$ cat src/rtl/axis_video_if.sv
// ---------------------------------------------------------------------------
// axis_video_if
//   AXI4-Stream video bundle: one pixel per beat, tuser = start of frame,
//   tlast = end of line.
//   Signals: tdata, tvalid, tready, tuser, tlast.
//   Modports:
//     master - drives tdata/tvalid/tuser/tlast, samples tready
//     slave  - samples tdata/tvalid/tuser/tlast, drives tready
// ---------------------------------------------------------------------------
interface axis_video_if #(
    parameter int DATA_WIDTH = 16
);
    logic [DATA_WIDTH-1:0] tdata;
    logic                  tvalid;
    logic                  tready;
    logic                  tuser;
    logic                  tlast;

    modport master (
        output tdata,
        output tvalid,
        output tuser,
        output tlast,
        input  tready
    );

    modport slave (
        input  tdata,
        input  tvalid,
        input  tuser,
        input  tlast,
        output tready
    );
endinterface

$ cat src/rtl/axis_video_crop.sv
// ---------------------------------------------------------------------------
// axis_video_crop
//   Region-of-interest cropper for an AXI4-Stream video stream. Tracks the
//   pixel/line position from tuser (SOF) and tlast (EOL) and forwards only
//   beats inside the window [crop_x, crop_x+crop_w) x [crop_y, crop_y+crop_h).
//   SOF/EOL are regenerated for the cropped frame. The output is registered
//   and backed by a 1-entry skid buffer, so it runs at full throughput under
//   arbitrary backpressure.
// Ports:
//   aclk, aresetn       clock, asynchronous active-low reset
//   crop_x/y/w/h        window config, sampled only on an accepted SOF beat
//   s_axis_video        slave stream  (input pixels)
//   m_axis_video        master stream (cropped pixels)
//   sof_early           pulse: SOF accepted while position was not (0,0)
//   eol_short           pulse: input line ended before the window right edge
//   frame_done          pulse: last beat of a cropped frame left the block,
//                       or a started cropped frame was cut short by a new SOF
// Handshake: a beat transfers on a rising edge where tvalid & tready are both
//   high. A master never drops tvalid, and never changes tdata/tuser/tlast,
//   while tvalid is high and tready is low. s_axis_video.tready never depends
//   combinationally on m_axis_video.tready (it is a register).
// ---------------------------------------------------------------------------
module axis_video_crop #(
    parameter int DATA_WIDTH = 16,
    parameter int CNT_WIDTH  = 12
) (
    input  logic                 aclk,
    input  logic                 aresetn,
    input  logic [CNT_WIDTH-1:0] crop_x,
    input  logic [CNT_WIDTH-1:0] crop_y,
    input  logic [CNT_WIDTH-1:0] crop_w,
    input  logic [CNT_WIDTH-1:0] crop_h,
    axis_video_if.slave          s_axis_video,
    axis_video_if.master         m_axis_video,
    output logic                 sof_early,
    output logic                 eol_short,
    output logic                 frame_done
);

    typedef enum logic {
        WAIT_SOF = 1'b0,
        ACTIVE   = 1'b1
    } state_t;

    // flast marks a tlast beat that belongs to the last window line; it is
    // what turns the final master handshake into a frame_done pulse.
    typedef struct packed {
        logic                  flast;
        logic                  user;
        logic                  last;
        logic [DATA_WIDTH-1:0] data;
    } beat_t;

    localparam logic [CNT_WIDTH-1:0] ONE_C = {{(CNT_WIDTH-1){1'b0}}, 1'b1};
    localparam logic [CNT_WIDTH:0]   ONE_E = {{CNT_WIDTH{1'b0}}, 1'b1};

    state_t               state_q, state_d;
    logic [CNT_WIDTH-1:0] x_q, x_d, y_q, y_d;
    logic [CNT_WIDTH-1:0] sh_x_q, sh_x_d, sh_y_q, sh_y_d;
    logic [CNT_WIDTH-1:0] sh_w_q, sh_w_d, sh_h_q, sh_h_d;
    logic                 kept_any_q, kept_any_d;
    logic                 done_q, done_d;
    beat_t                main_q, main_d, skid_q, skid_d;
    logic                 m_valid_q, m_valid_d;
    logic                 skid_valid_q, skid_valid_d;
    logic                 s_tready_q, s_tready_d;
    logic                 sof_early_q, sof_early_d;
    logic                 eol_short_q, eol_short_d;
    logic                 frame_done_q, frame_done_d;

    // Evaluation-side combinational signals
    logic                 accept, is_sof, evaluating, keep;
    logic [CNT_WIDTH-1:0] ev_x, ev_y;
    logic [CNT_WIDTH-1:0] cfg_x, cfg_y, cfg_w, cfg_h;
    logic [CNT_WIDTH:0]   xe, ye;
    logic                 in_x, in_y, out_user, out_last, last_line;
    logic                 early_end, main_free;
    beat_t                new_beat;

    always_comb begin
        accept = s_axis_video.tvalid & s_tready_q;
        is_sof = accept & s_axis_video.tuser;

        // An SOF beat is evaluated at (0,0) against the live config, which is
        // latched into the shadow registers in the same cycle.
        ev_x  = is_sof ? '0     : x_q;
        ev_y  = is_sof ? '0     : y_q;
        cfg_x = is_sof ? crop_x : sh_x_q;
        cfg_y = is_sof ? crop_y : sh_y_q;
        cfg_w = is_sof ? crop_w : sh_w_q;
        cfg_h = is_sof ? crop_h : sh_h_q;

        // Window end computed one bit wider so x+w never wraps.
        xe = {1'b0, cfg_x} + {1'b0, cfg_w};
        ye = {1'b0, cfg_y} + {1'b0, cfg_h};

        evaluating = accept & ((state_q == ACTIVE) | is_sof);
        in_x = ({1'b0, ev_x} >= {1'b0, cfg_x}) & ({1'b0, ev_x} < xe);
        in_y = ({1'b0, ev_y} >= {1'b0, cfg_y}) & ({1'b0, ev_y} < ye);
        keep = evaluating & in_x & in_y;

        out_user  = is_sof | ~kept_any_q;
        out_last  = (({1'b0, ev_x} + ONE_E) == xe) | s_axis_video.tlast;
        last_line = ({1'b0, ev_y} + ONE_E) == ye;

        new_beat.data  = s_axis_video.tdata;
        new_beat.user  = out_user;
        new_beat.last  = out_last;
        new_beat.flast = out_last & last_line;

        sof_early_d = is_sof & (state_q == ACTIVE) & ((x_q != '0) | (y_q != '0));
        eol_short_d = evaluating & s_axis_video.tlast & in_y &
                      (({1'b0, ev_x} + ONE_E) < xe);

        // A restart that abandons a cropped frame which already produced
        // beats but never reached its final line still closes that frame.
        early_end = sof_early_d & kept_any_q & ~done_q;
    end

    // Position tracking FSM and config shadow
    always_comb begin
        state_d    = state_q;
        x_d        = x_q;
        y_d        = y_q;
        sh_x_d     = sh_x_q;
        sh_y_d     = sh_y_q;
        sh_w_d     = sh_w_q;
        sh_h_d     = sh_h_q;
        kept_any_d = kept_any_q;
        done_d     = done_q;

        if (is_sof) begin
            state_d    = ACTIVE;
            sh_x_d     = crop_x;
            sh_y_d     = crop_y;
            sh_w_d     = crop_w;
            sh_h_d     = crop_h;
            kept_any_d = keep;
            done_d     = keep & new_beat.flast;
        end else if (keep) begin
            kept_any_d = 1'b1;
            if (new_beat.flast) begin
                done_d = 1'b1;
            end
        end

        if (evaluating) begin
            if (s_axis_video.tlast) begin
                x_d = '0;
                y_d = ev_y + ONE_C;
            end else begin
                x_d = ev_x + ONE_C;
                y_d = ev_y;
            end
        end
    end

    // Output register plus skid. Only kept beats enter the pipeline.
    always_comb begin
        main_d       = main_q;
        skid_d       = skid_q;
        m_valid_d    = m_valid_q;
        skid_valid_d = skid_valid_q;
        main_free    = ~m_valid_q | m_axis_video.tready;

        if (skid_valid_q) begin
            // s_tready is low while the skid holds a beat, so no new beat
            // can arrive here; the skid simply drains first.
            if (main_free) begin
                main_d       = skid_q;
                m_valid_d    = 1'b1;
                skid_valid_d = 1'b0;
            end
        end else if (keep) begin
            if (main_free) begin
                main_d    = new_beat;
                m_valid_d = 1'b1;
            end else begin
                skid_d       = new_beat;
                skid_valid_d = 1'b1;
            end
        end else if (m_axis_video.tready) begin
            m_valid_d = 1'b0;
        end

        s_tready_d   = ~skid_valid_d;
        frame_done_d = (m_valid_q & m_axis_video.tready & main_q.last & main_q.flast) |
                       early_end;
    end

    always_ff @(posedge aclk or negedge aresetn) begin
        if (!aresetn) begin
            state_q      <= WAIT_SOF;
            x_q          <= '0;
            y_q          <= '0;
            sh_x_q       <= '0;
            sh_y_q       <= '0;
            sh_w_q       <= '0;
            sh_h_q       <= '0;
            kept_any_q   <= 1'b0;
            done_q       <= 1'b0;
            main_q       <= '0;
            skid_q       <= '0;
            m_valid_q    <= 1'b0;
            skid_valid_q <= 1'b0;
            s_tready_q   <= 1'b0;
            sof_early_q  <= 1'b0;
            eol_short_q  <= 1'b0;
            frame_done_q <= 1'b0;
        end else begin
            state_q      <= state_d;
            x_q          <= x_d;
            y_q          <= y_d;
            sh_x_q       <= sh_x_d;
            sh_y_q       <= sh_y_d;
            sh_w_q       <= sh_w_d;
            sh_h_q       <= sh_h_d;
            kept_any_q   <= kept_any_d;
            done_q       <= done_d;
            main_q       <= main_d;
            skid_q       <= skid_d;
            m_valid_q    <= m_valid_d;
            skid_valid_q <= skid_valid_d;
            s_tready_q   <= s_tready_d;
            sof_early_q  <= sof_early_d;
            eol_short_q  <= eol_short_d;
            frame_done_q <= frame_done_d;
        end
    end

    assign s_axis_video.tready = s_tready_q;
    assign m_axis_video.tvalid = m_valid_q;
    assign m_axis_video.tdata  = main_q.data;
    assign m_axis_video.tuser  = main_q.user;
    assign m_axis_video.tlast  = main_q.last;
    assign sof_early           = sof_early_q;
    assign eol_short           = eol_short_q;
    assign frame_done          = frame_done_q;

endmodule

$ cat src/flat_wrapper.sv
// flat-port wrapper written by rule: the top's interface ports become plain ports
module axis_video_crop_flat 
#(
    parameter int DATA_WIDTH = 16,
    parameter int CNT_WIDTH  = 12
)
  (aclk, aresetn, crop_x, crop_y, crop_w, crop_h, sof_early, eol_short, frame_done, s_axis_video_tdata, s_axis_video_tvalid, s_axis_video_tuser, s_axis_video_tlast, s_axis_video_tready, m_axis_video_tdata, m_axis_video_tvalid, m_axis_video_tuser, m_axis_video_tlast, m_axis_video_tready);
  axis_video_if #(.DATA_WIDTH(DATA_WIDTH)) s_axis_video_i ();
  axis_video_if #(.DATA_WIDTH(DATA_WIDTH)) m_axis_video_i ();
  input  logic aclk;
  input  logic aresetn;
  input  logic [CNT_WIDTH-1:0] crop_x;
  input  logic [CNT_WIDTH-1:0] crop_y;
  input  logic [CNT_WIDTH-1:0] crop_w;
  input  logic [CNT_WIDTH-1:0] crop_h;
  output logic sof_early;
  output logic eol_short;
  output logic frame_done;
  input wire logic [$bits(s_axis_video_i.tdata)-1:0] s_axis_video_tdata;
  input wire logic [$bits(s_axis_video_i.tvalid)-1:0] s_axis_video_tvalid;
  input wire logic [$bits(s_axis_video_i.tuser)-1:0] s_axis_video_tuser;
  input wire logic [$bits(s_axis_video_i.tlast)-1:0] s_axis_video_tlast;
  output wire logic [$bits(s_axis_video_i.tready)-1:0] s_axis_video_tready;
  output wire logic [$bits(m_axis_video_i.tdata)-1:0] m_axis_video_tdata;
  output wire logic [$bits(m_axis_video_i.tvalid)-1:0] m_axis_video_tvalid;
  output wire logic [$bits(m_axis_video_i.tuser)-1:0] m_axis_video_tuser;
  output wire logic [$bits(m_axis_video_i.tlast)-1:0] m_axis_video_tlast;
  input wire logic [$bits(m_axis_video_i.tready)-1:0] m_axis_video_tready;
  assign s_axis_video_i.tdata = s_axis_video_tdata;
  assign s_axis_video_i.tvalid = s_axis_video_tvalid;
  assign s_axis_video_i.tuser = s_axis_video_tuser;
  assign s_axis_video_i.tlast = s_axis_video_tlast;
  assign s_axis_video_tready = s_axis_video_i.tready;
  assign m_axis_video_tdata = m_axis_video_i.tdata;
  assign m_axis_video_tvalid = m_axis_video_i.tvalid;
  assign m_axis_video_tuser = m_axis_video_i.tuser;
  assign m_axis_video_tlast = m_axis_video_i.tlast;
  assign m_axis_video_i.tready = m_axis_video_tready;
  axis_video_crop #(.DATA_WIDTH(DATA_WIDTH), .CNT_WIDTH(CNT_WIDTH)) u_core (.aclk(aclk), .aresetn(aresetn), .crop_x(crop_x), .crop_y(crop_y), .crop_w(crop_w), .crop_h(crop_h), .s_axis_video(s_axis_video_i), .m_axis_video(m_axis_video_i), .sof_early(sof_early), .eol_short(eol_short), .frame_done(frame_done));
endmodule
$ cat config.mk
export PLATFORM = sky130hd
export DESIGN_NAME = axis_video_crop_flat
export DESIGN_NICKNAME = d
export VERILOG_FILES = /design/src/rtl/axis_video_if.sv /design/src/rtl/axis_video_crop.sv /design/src/flat_wrapper.sv
export SDC_FILE = /design/constraint.sdc
export NUM_CORES = 1
export LEC_CHECK = 0
export ABC_CLOCK_PERIOD_IN_PS = 6400
export BUFFER_PORTS_ARGS = -buffer_cell sky130_fd_sc_hd__buf_4
export CAP_MARGIN = 5
export CORE_UTILIZATION = 60
export DETAILED_ROUTE_END_ITERATION = 8
export PLACE_DENSITY = 0.82
export SYNTH_ARGS = -nofsm -noshare
export SYNTH_HDL_FRONTEND = slang
export SYNTH_SLANG_ARGS = --single-unit
$ cat constraint.sdc
create_clock -name aclk -period 6.4 [get_ports aclk]
set_clock_uncertainty 0.15 [all_clocks]
set_input_delay 1.6 -clock aclk [delete_from_list [all_inputs] [get_ports aclk]]
set_output_delay 1.6 -clock aclk [all_outputs]
set_load 0.01 [all_outputs]
# After elaboration in Yosys (flattened, before gate mapping)
# Cells that the tools add are included.
word_totals:
  input_bits: 70
  regBits: 119
  elab_cells: 102
  output_inout_bits: 23
op_classes:
  bitwise: 31
  muxes: 24
  n_reduce_logical: 9
  n_lt_le_gt_ge: 5
  eq_ne: 4
  add_sub_neg: 6
op_table:
  columns: ["cell", "n"]
  rows:
  - ["$mux W12", 8]
  - ["$mux W19", 4]
  - ["$add A12 B1 Y13 const B", 2]
  - ["$add A12 B12 Y13", 2]
  - ["$eq A13 B13 Y1", 2]
  - ["$lt A12 B13 Y1", 2]
  - ["$add A12 B1 Y12 const B", 2]
  - ["$ge A12 B12 Y1", 2]
  - ["$reduce_bool A12 Y1", 2]
  - ["$and A1 B1 Y1", 19]
  - ["$lt A13 B13 Y1", 1]
  - ["$mux W1", 12]
  - ["$not A1 Y1", 6]
  - ["$or A1 B1 Y1", 6]
  - ["$reduce_and A3 Y1", 2]
  - ["$reduce_bool A2 Y1", 3]
  - ["$ne A2 B2 Y1 const B", 2]
  - ["$reduce_bool A3 Y1", 1]
  - ["$reduce_and A2 Y1", 1]

# Depth between registers and ports, before layout
logic_depth:
  depth_word: 11
  depth_mapped: 27
  ltp_nobuf: 21

# Worst setup path after synthesis
# Ideal clock, no wire load.
synth_path:
  kind: "input to register"
  from: "in s_axis_video_tvalid"
  to: "reg u_core.skid_q[10] in the netlist's numbering"
  path_buffers: 6
  required_time_ns: 6.125
  slack_ns: -0.537
  arrival_time_ns: 6.662
  setup_time_ns: 0.125
  path_stages: 26
  cell_sequence: "nand3_1 > clkbuf_1 > clkbuf_1 > buf_1 > clkbuf_1 > nand2_1 > nand2_1 > ha_1 > a21o_1 > a21oi_1 > o21bai_1 > a21oi_1 > nor2b_1 > o21a_1 > nor2_1 > xor2_1 > ha_1 > a211o_1 > a311oi_1 > o41ai_1 > a21o_1 > a211oi_2 > nor3b_2 > buf_6 > buf_12 > mux2_4"
synth_via:
  elab_chain_len: 9
  elab_cells_between_ends: 21
  classes_between: "2 x add/sub; 4 x order compare; 6 x mux; 8 x bitwise; 1 x reduce/logical"
synth_rtl:
  columns: ["item", "line", "source"]
  rows:
  - ["start: declaration", "flat_wrapper.sv:20", "input wire logic [$bits(s_axis_video_i.tvalid)-1:0] s_axis_video_tvalid;"]
  - ["$and A1 B1 Y1", "axis_video_crop.sv:81", "accept = s_axis_video.tvalid & s_tready_q;"]
  - ["$and A1 B1 Y1", "axis_video_crop.sv:82", "is_sof = accept & s_axis_video.tuser;"]
  - ["$mux W12", "axis_video_crop.sv:90", "cfg_w = is_sof ? crop_w : sh_w_q;"]
  - ["named net u_core.cfg_w[1]", "axis_video_crop.sv:74", "logic [CNT_WIDTH-1:0] cfg_x, cfg_y, cfg_w, cfg_h;"]
  - ["$add A12 B12 Y13", "axis_video_crop.sv:94", "xe = {1'b0, cfg_x} + {1'b0, cfg_w};"]
  - ["$lt A12 B13 Y1", "axis_video_crop.sv:98", "in_x = ({1'b0, ev_x} >= {1'b0, cfg_x}) & ({1'b0, ev_x} < xe);"]
  - ["$and A1 B1 Y1", "axis_video_crop.sv:98", null]
  - ["$and A1 B1 Y1 (2 in a row)", "axis_video_crop.sv:100", "keep = evaluating & in_x & in_y;"]
  - ["$reduce_and A3 Y1 (no line)", null, null]
  - ["end signal: assignment", "axis_video_crop.sv:221", "skid_q <= skid_d;"]
  - ["end: declaration", "axis_video_crop.sv:63", "beat_t main_q, main_d, skid_q, skid_d;"]
# The timed path passes the listed nets, and every way through them passes these cells.
# A chain may end at the register's enable or synchronous reset.

# Worst setup path in the final report
layout_path:
  from: "in s_axis_video_tvalid"
  to: "reg u_core.skid_q[8] in the netlist's numbering"
layout_via:
  elab_cells_between_ends: 21
  classes_between: "2 x add/sub; 4 x order compare; 6 x mux; 8 x bitwise; 1 x reduce/logical"
layout_rtl:
  columns: ["item", "line", "source"]
  rows:
  - ["$and A1 B1 Y1", "axis_video_crop.sv:81", null]
  - ["$and A1 B1 Y1", "axis_video_crop.sv:82", null]
  - ["$mux W12", "axis_video_crop.sv:91", "cfg_h = is_sof ? crop_h : sh_h_q;"]
  - ["named net u_core.cfg_h[0]", "axis_video_crop.sv:74", null]
  - ["$add A12 B12 Y13", "axis_video_crop.sv:95", "ye = {1'b0, cfg_y} + {1'b0, cfg_h};"]
  - ["$lt A12 B13 Y1", "axis_video_crop.sv:99", "in_y = ({1'b0, ev_y} >= {1'b0, cfg_y}) & ({1'b0, ev_y} < ye);"]
  - ["$and A1 B1 Y1", "axis_video_crop.sv:99", null]
  - ["$and A1 B1 Y1", "axis_video_crop.sv:100", null]
  - ["$reduce_and A3 Y1 (no line)", null, null]
# The timed path passes the listed nets, and every way through them passes these cells.

==> flow_metrics.py <==
metrics = {
    "timing": {
        "fin_hold_ws_ps": 331,
        "slew_violations": 0,
        "relSlewSlack": 0.365,
        "hold_viol_final": 0,
        "fmax_mhz": 160,
        "fin_ws_ps": 137,
        "max_slew.worst_pin.slew_ps": 952,
        "min_period_ps": 6260,
        "finalCritPeriodShare": 0.979,
        "finalSetupViolCount": 0,
    },
    "layout": {
        "fin_util": 0.757,
        "area_growth_pct": 21.9,
        "nNetsFinal": 1126,
        "diodes": 0,
        "n_fill_cell": 928,
        "drive_above_1_share": 0.212,
        "fin_area_um2": 9630,
        "stdcell_count": 1154,
    },
    "floorplanning": {
        "die_w_um": 117,
        "initial_core_util": 0.621,
        "num_io_pins": 93,
        "core_area_um2": 12700,
        "placementRows": 41,
        "die_area_um2": 13600,
        "die_h_um": 117,
    },
    "setup_path": {
        "r2r_setup_slack_ps": 1010,
        "path_class": "in -> reg",
        "r2r_cells": 21,
        "r2r-start": "u_core.s_axis_video.tready",
        "cp.arrival_ps": 6420,
        "r2r_end": "u_core.skid_q[8]",
        "worstPathMaxFanout": 19,
        "cp-start-kind": "input port",
        "critical_path_required_ps": 6550,
        "cp-end-kind": "flop",
    },
    "synth": {
        "netlist-cell-type-count": 60,
        "synthCells": 852,
        "yosysTopAreaCellShare": 0.377,
        "synth_largest_area_cell": "dfrtp_1",
        "synth_flop_cell": "dfrtp_1",
        "synth-edff-count": 0,
        "async_reset_ff_frac": 1.00,
        "synth_nets": 1009,
        "avgSynthCellArea_um2": 9.27,
        "synth.area.top_cells": "dfrtp_1, ha_1, nand2_1",
        "synth-seq-cells": 119,
        "seq_area_frac_synth": 0.377,
        "netlist_area_um2": 7900,
        "yosysWarnings": 0,
    },
    "clock_tree": {
        "cts_buffers": 17,
        "cts.sinks": 119,
        "clkTransAtPathRegs_ps": 60,
        "cts_tree": "built",
        "htree_levels": 4,
        "clk_latency_ps": 420,
        "cts.path.max_buffers": 2,
        "cts_setup_buffers": 0,
        "cts_root_buf": "clkbuf_16",
    },
    "power": {
        "irDropWorstVdd_v": 0.000230,
        "power_leakage_nw": 5.01,
        "clock_power_share": 0.377,
        "netSwitchingPower_w": 0.000751,
        "p_int_w": 0.00175,
        "combPwrFrac": 0.295,
        "switching_share": 0.300,
        "power_density_nw_per_um2": 260,
        "seqPwrFrac": 0.328,
    },
    "placement": {
        "post_dp_cell_area_um2": 9030,
        "dp_slack_ps": -180,
        "detailed_place_hpwl_mm": 13.5,
        "port-buffer-count": 92,
        "gp_congestion": 0.862,
        "post-place-cells": 1122,
    },
    "worst_hold_path": {
        "min_to": "u_core.m_axis_video.tdata[15]",
        "min-delay-start": "u_core.m_axis_video.tdata[15]",
        "hold_class": "reg -> reg",
        "whs_path_depth": 2,
    },
    "detailed_routing": {
        "vias": 6520,
        "viasPerCell": 5.65,
        "drc": 0,
        "ant_nets": 0,
        "wirelength_mm": 18.4,
        "wirelength_met1_mm": 7.46,
        "wl_per_cell_um": 16.0,
        "routed-wl-met3_um": 907,
        "drtIter0Drc": 411,
        "wl_met2_mm": 9.57,
        "top_layer": "met4",
        "drtPass1Iterations": 5,
    },
    "global_routing": {
        "grt-ovfl-total": 0,
        "grt_use_total": 0.288,
        "antenna_found_initial": 0,
        "grt_pass1_vias": 6634,
        "grt_max_degree": 76,
        "grt_pass1_wl_mm": 30.1,
    },
    "run_status": {
        "status": "finished, final reports clean",
    },
    "job": {
        "drv_cap": 0,
    },
}
-- power groups by stage --
stage / Combinational (W) / Clock (W) / Sequential [W]
2_1_floorplan: 0.000472 / 0 / 0.000827
3_3_place_gp: 0.000703 / 0 / 0.000831
3_5_place_dp: 0.000724 / 0 / 0.000833
4_1_cts: 0.000737 / 0.000951 / 0.000820
5_1_grt: 0.000826 / 0.000984 / 0.000825
6_report: 0.000738 / 0.000943 / 0.000820
-- worst max path at each step --
stage | start | end | slack [ps]
finish | s_axis_video_tvalid | u_core.skid_q[8] | 140
global route | s_axis_video_tuser | u_core.skid_q[8] | -8
CTS | s_axis_video_tuser | u_core.skid_q[8] | 160
detailed placement | s_axis_video_tuser | u_core.skid_q[8] | -180
global placement | s_axis_video_tuser | u_core.skid_q[1] | -50
floorplan | s_axis_video_tuser | u_core.skid_q[10] | 6
-- cell families (layout without fill, tap and decap cells) --
| family | after synthesis | count (layout) | share of synthesized area |
|---|---|---|---|
| adder cells (fa/ha/maj) | 87 | 87 | 0.140 |
| XOR/XNOR | 57 | 57 | 0.0632 |
| flip-flops | 119 | 119 | 0.377 |
| AND/OR/NAND/NOR | 307 | 307 | 0.178 |
| AO/OA/AOI/OAI | 147 | 147 | 0.123 |
| multiplexers | 46 | 46 | 0.0656 |
| buffers and inverters | 89 | 219 | 0.0534 |
-- layout make-up --
type                    count  area [um^2]  share of cell area
clock inverters            11          124              0.0129
well taps                 172          215              0.0223
inverters                  44          165              0.0171
clock buffers              21          470              0.0489
flip-flops and latches    119         2980               0.309
multi-input cells         644         4570               0.474
repair buffers            143         1110               0.115
-- routing by layer --
metal,GRT usage,vias to the layer above
met5,0,-
met4,0.111,0
met3,0.0618,54
met2,0.511,183
met1,0.343,3108
li1,-,3175
-- through the flow --
step | setup TNS (ps) | total power [W]
4_1_cts | 0 | 0.00251
3_5_place_dp | -2660 | 0.00156
5_1_grt | -13.6 | 0.00263
3_3_place_gp | -625 | 0.00153
6_report | 0 | 0.00250
2_1_floorplan | 0 | 0.00130
-- synth_stat cells (9+ instances only) --
cell type / instances
nand2_1: 170
dfrtp_1: 119
ha_1: 85
inv_1: 44
o21ai_0: 38
xnor2_1: 37
nor2_1: 35
a21oi_1: 34
mux2i_1: 27
clkbuf_1: 22
xor2_1: 20
and2_1: 18
buf_4: 16
a21o_1: 14
nand3_1: 14
a22o_1: 13
nand4_1: 11
mux2_2: 10
nand2b_1: 10
and3_1: 9
mux2_4: 9
nor3_1: 9
nor4_1: 9
-- placed cells by master (no fill, tap or decap), types with 9 or more instances in the layout --
master and count:
nor2_1 35, dfrtp_1 119, and2_1 18, xor2_1 20, nand3_1 13, mux2_2 10
xnor2_1 37, a21oi_1 34, buf_4 140, a21o_1 14, clkbuf_16 17, mux2_4 9
nand2_1 170, nand4_1 11, a22o_1 13, inv_1 44, nor4_1 9, nor3_1 9
o21ai_0 38, mux2i_1 26, ha_1 85, nand2b_1 10
-- worst max-delay path, cell delays in order --
cell	delay (ps)
buf_4	120
nand3_2	200
buf_4	270
nand2_1	70
nand2_1	100
ha_1	190
inv_1	60
fa_1	380
nand2b_1	180
a21oi_1	180
a211oi_2	90
o21ai_0	290
xnor2_1	190
ha_1	280
a2111oi_0	500
nor2_1	80
a211o_1	310
a21o_1	210
a211oi_2	250
nor3b_4	280
buf_12	210
mux2_2	360
-- state kept, by name, indices dropped and copies added (netlist names), 12 cells and up --
register                   cells
u_core.sh_y_q                 12
u_core.sh_x_q                 12
u_core.sh_h_q                 12
u_core.m_axis_video.tdata     16
u_core.skid_q                 19
u_core.x_q                    12
u_core.sh_w_q                 12
u_core.y_q                    12
-- timing repair --
item | CTS | global route
hold buffers | 0 | 0
setup endpoints to repair | 0 | 19
resized for setup | 0 | 2
endpoints found under the hold margin | 0 | 0
Note: power is estimated with default switching activity, not from simulation.
